## config.mk

```make
export PLATFORM = sky130hd
export DESIGN_NAME = data_register
export DESIGN_NICKNAME = d
export VERILOG_FILES = /design/src/rtl/data_register.sv
export SDC_FILE = /design/constraint.sdc
export NUM_CORES = 1
export LEC_CHECK = 0
export CORE_AREA = 2 2 39 41
export DETAILED_ROUTE_END_ITERATION = 12
export DIE_AREA = 0 0 41 43
export PLACE_DENSITY = 0.5
export SLEW_MARGIN = 15
export SYNTH_ARGS = -nofsm -noshare
export SYNTH_HDL_FRONTEND = slang
export SYNTH_SLANG_ARGS = --single-unit
```

## constraint.sdc

```tcl
create_clock -name clk -period 0.8 [get_ports clk]
set_input_delay 0.16 -clock clk [delete_from_list [all_inputs] [get_ports clk]]
set_output_delay 0.16 -clock clk [all_outputs]
set_load 0.01 [all_outputs]
```

## src/rtl/data_register.sv

```systemverilog
// Edge-triggered WIDTH-bit storage register for the SUBNEG datapath.
// Captures every rising edge; asynchronous active-high reset to RESET_VALUE.
module data_register #(
   parameter int unsigned      WIDTH       = 8,
   parameter logic [WIDTH-1:0] RESET_VALUE = '0
) (
   input  logic             clk,
   input  logic             reset,
   input  logic [WIDTH-1:0] in,
   output logic [WIDTH-1:0] out
);

   logic [WIDTH-1:0] data_q;
   logic [WIDTH-1:0] data_d;

   always_comb begin
      data_d = in;
   end

   always_ff @(posedge clk or posedge reset) begin
      if (reset) begin
         data_q <= RESET_VALUE;
      end else begin
         data_q <= data_d;
      end
   end

   // Pure flop output: no path from in to out between edges.
   assign out = data_q;

endmodule

```

==> out/metrics.yaml, run 1 <==
status:
  status: "finished, violations left"
  violations: "negative setup slack"
clock_network:
  clkTransAtPathRegs_ns: 0.05
  cts_tree: "built"
  root_buffer: "clkbuf_4"
  cts_max_level: 1
  postCtsHoldBufs: 0
  clock_sinks: 8
  cts_buffers: 3
  post_cts_buffers: 0
  clockBufferDepth: 2
critical_path:
  cp.arrival_ns: 0.73
  crit_family: "flip-flops"
  cp_slowest_cell: "dfrtp_1"
  worstPathMaxFanout: 1
  end_kind: "output pin"
  crit_buf_inv: 1
  worst_ep_required_time_ns: 0.64
  cp_cell_sequence: "buf_2"
  cp.depth: 1
  crit_type: "reg2out"
  setup.worst_path.start_class: "flip-flop"
  max_stage_delay_ns: 0.36
global_routing:
  antenna_found_initial: 0
  grtUsageTotal_pct: 6.122
  overflow: 0
  grt_pass1_wl_um: 648
  grt_max_degree: 9
  grt_pass1_vias: 170
route:
  ant_nets: 0
  drc_errors: 0
  wirelength_um: 450
  drt-initial-drc-count: 0
  drt-vias-per-instance: 3.133
  first_pass_iters: 1
  vias: 141
  wl_per_cell_um: 10.00
place:
  gp_congestion: 0.6160
  post-place-ws_ns: -0.2042
  port_buffers: 17
  place_area_um2: 394.1
synth:
  synth_area_um2: 203.9
  synth_largest_area_cell: "dfrtp_1"
  syn_nets: 19
  netlist_top_cells_area: "dfrtp_1 (98%), inv_1 (1.8%)"
  synth_cells: 9
  synth_area_per_cell_um2: 22.66
  yosysWarningCount: 0
  ys_ff_latch: 8
  yosysUniqueCellTypes: 2
  synth_seq_area_share_pct: 98.16
  synth_top_area_share_pct: 98.16
sta:
  fin_ws_ns: -0.09241
  slew_headroom_pct: 82.02
  setup_viol: 8
  min_period_ns: 0.8924
  fmax_mhz: 1121
  fin_crit_sh_pct: 111.6
  hold_viol: 0
  tightestPinTransition_ns: 0.2694
  rsz0062_at_grt: "yes"
  finalSetupTns_ns: -0.6781
  report.final.slew_viol_count: 0
floorplanning:
  start_util_pct: 14.74
  die-area_um2: 1763
  core_um2: 1384
  die_w_um: 41
  fp.dieH_um: 43
  ios: 18
  rows: 14
pwr:
  power_frac_seq_pct: 53.9
  total_leakage_power_nw: 0.1833
  pwr_density_cell_nw_per_um2: 2059
  switching_share_pct: 18.37
  p_switching_uw: 147.2
  power_frac_comb_pct: 11.2
  clkPwrFrac_pct: 34.9
  internal-power_uw: 653.9
  peakVddDrop_mv: 0.5513
final_layout:
  nMultiInputCombCells: 0
  multiInputGateArea_um2: 0
  syn2layout_area_growth_pct: 90.80
  antennaDiodeCount: 0
  layout_commonest_cell: "clkdlybuf4s50_1"
  largest_reg_flops: 8
  drive_above_1_share_pct: 37.93
  final_cell_mix: "clkdlybuf4s50_1 (9), dfrtp_1 (8), buf_2 (6)"
  fin_nets: 41
  final_area_um2: 389.1
job:
  maxCapViolCount: 0
hold_path:
  hold_class: "in2async"
==> layer usage <==
metal / up-vias / GRT usage (%) / share of wire (%)
li1: 66 / - / -
met4: 0 / 6.000 / 0
met5: - / 0 / 0
met2: 18 / 6.875 / 37
met3: 0 / 3.665 / 22
met1: 57 / 7.458 / 40
==> power groups by stage <==
stage / Sequential [mW] / Clock, mW / Combinational (mW)
after floorplan: 0.449 / 0 / 0.00631
after global placement: 0.438 / 0 / 0.104
after detailed placement: 0.438 / 0 / 0.106
after CTS: 0.431 / 0.299 / 0.0867
after global routing: 0.434 / 0.303 / 0.0973
final: 0.432 / 0.280 / 0.0900
==> worst paths after layout <==
path                       slack (ns)      to   start
worst max-delay path            -0.09  out[2]  out[2]
worst min-delay path             0.15  out[7]   reset
max in group asynchronous        0.43  out[6]   reset
min in group clk                 0.36  out[1]   in[1]
==> what timing repair did <==
| item | 4_1_cts | 5_1_grt |
|---|---|---|
| gates resized for setup | 32 | 2 |
| setup endpoints to repair | 8 | 8 |
| endpoints found under the hold margin | 0 | 0 |
==> cell usage after synthesis <==
master / count
dfrtp_1: 8
inv_1: 1
==> final cells by class <==
class | instances | area [µm²]
fillers | 148 | 994.7
flip-flops and latches | 8 | 200.2
repair buffers | 17 | 142.6
clock buffers | 3 | 22.52
well taps | 16 | 20.02
inverters | 1 | 3.754
==> cell families (layout without fill, tap and decap cells) <==
family / Yosys count / in the layout / synth area share [%]
flip-flops: 8 / 8 / 98.16
buffers and inverters: 1 / 21 / 1.839
==> stage by stage <==
| stage | utilization, % | std cells | power, mW | hold slack, ns |
|---|---|---|---|---|
| floorplan | - | 9 | 0.4557 | -0.02434 |
| global placement | 28.48 | 42 | 0.5422 | 0.4115 |
| detailed placement | 28.48 | 42 | 0.5443 | 0.4164 |
| CTS | 27.22 | 45 | 0.8166 | 0.1573 |
| global route | 28.12 | 45 | 0.8338 | 0.1955 |
| finish | 28.12 | 45 | 0.8011 | 0.1547 |
Power figures use the tool's default switching activity.
==> run 2: changes to the inputs <==
--- a/config.mk
+++ b/config.mk
@@ -8,6 +8,7 @@
 export CORE_AREA = 2 2 39 41
 export DETAILED_ROUTE_END_ITERATION = 12
 export DIE_AREA = 0 0 41 43
+export GPL_ROUTABILITY_DRIVEN = 0
 export PLACE_DENSITY = 0.5
 export SLEW_MARGIN = 15
 export SYNTH_ARGS = -nofsm -noshare
==> results of run 2 <==
Final layout, timing and power as in run 1 (identical DEF).
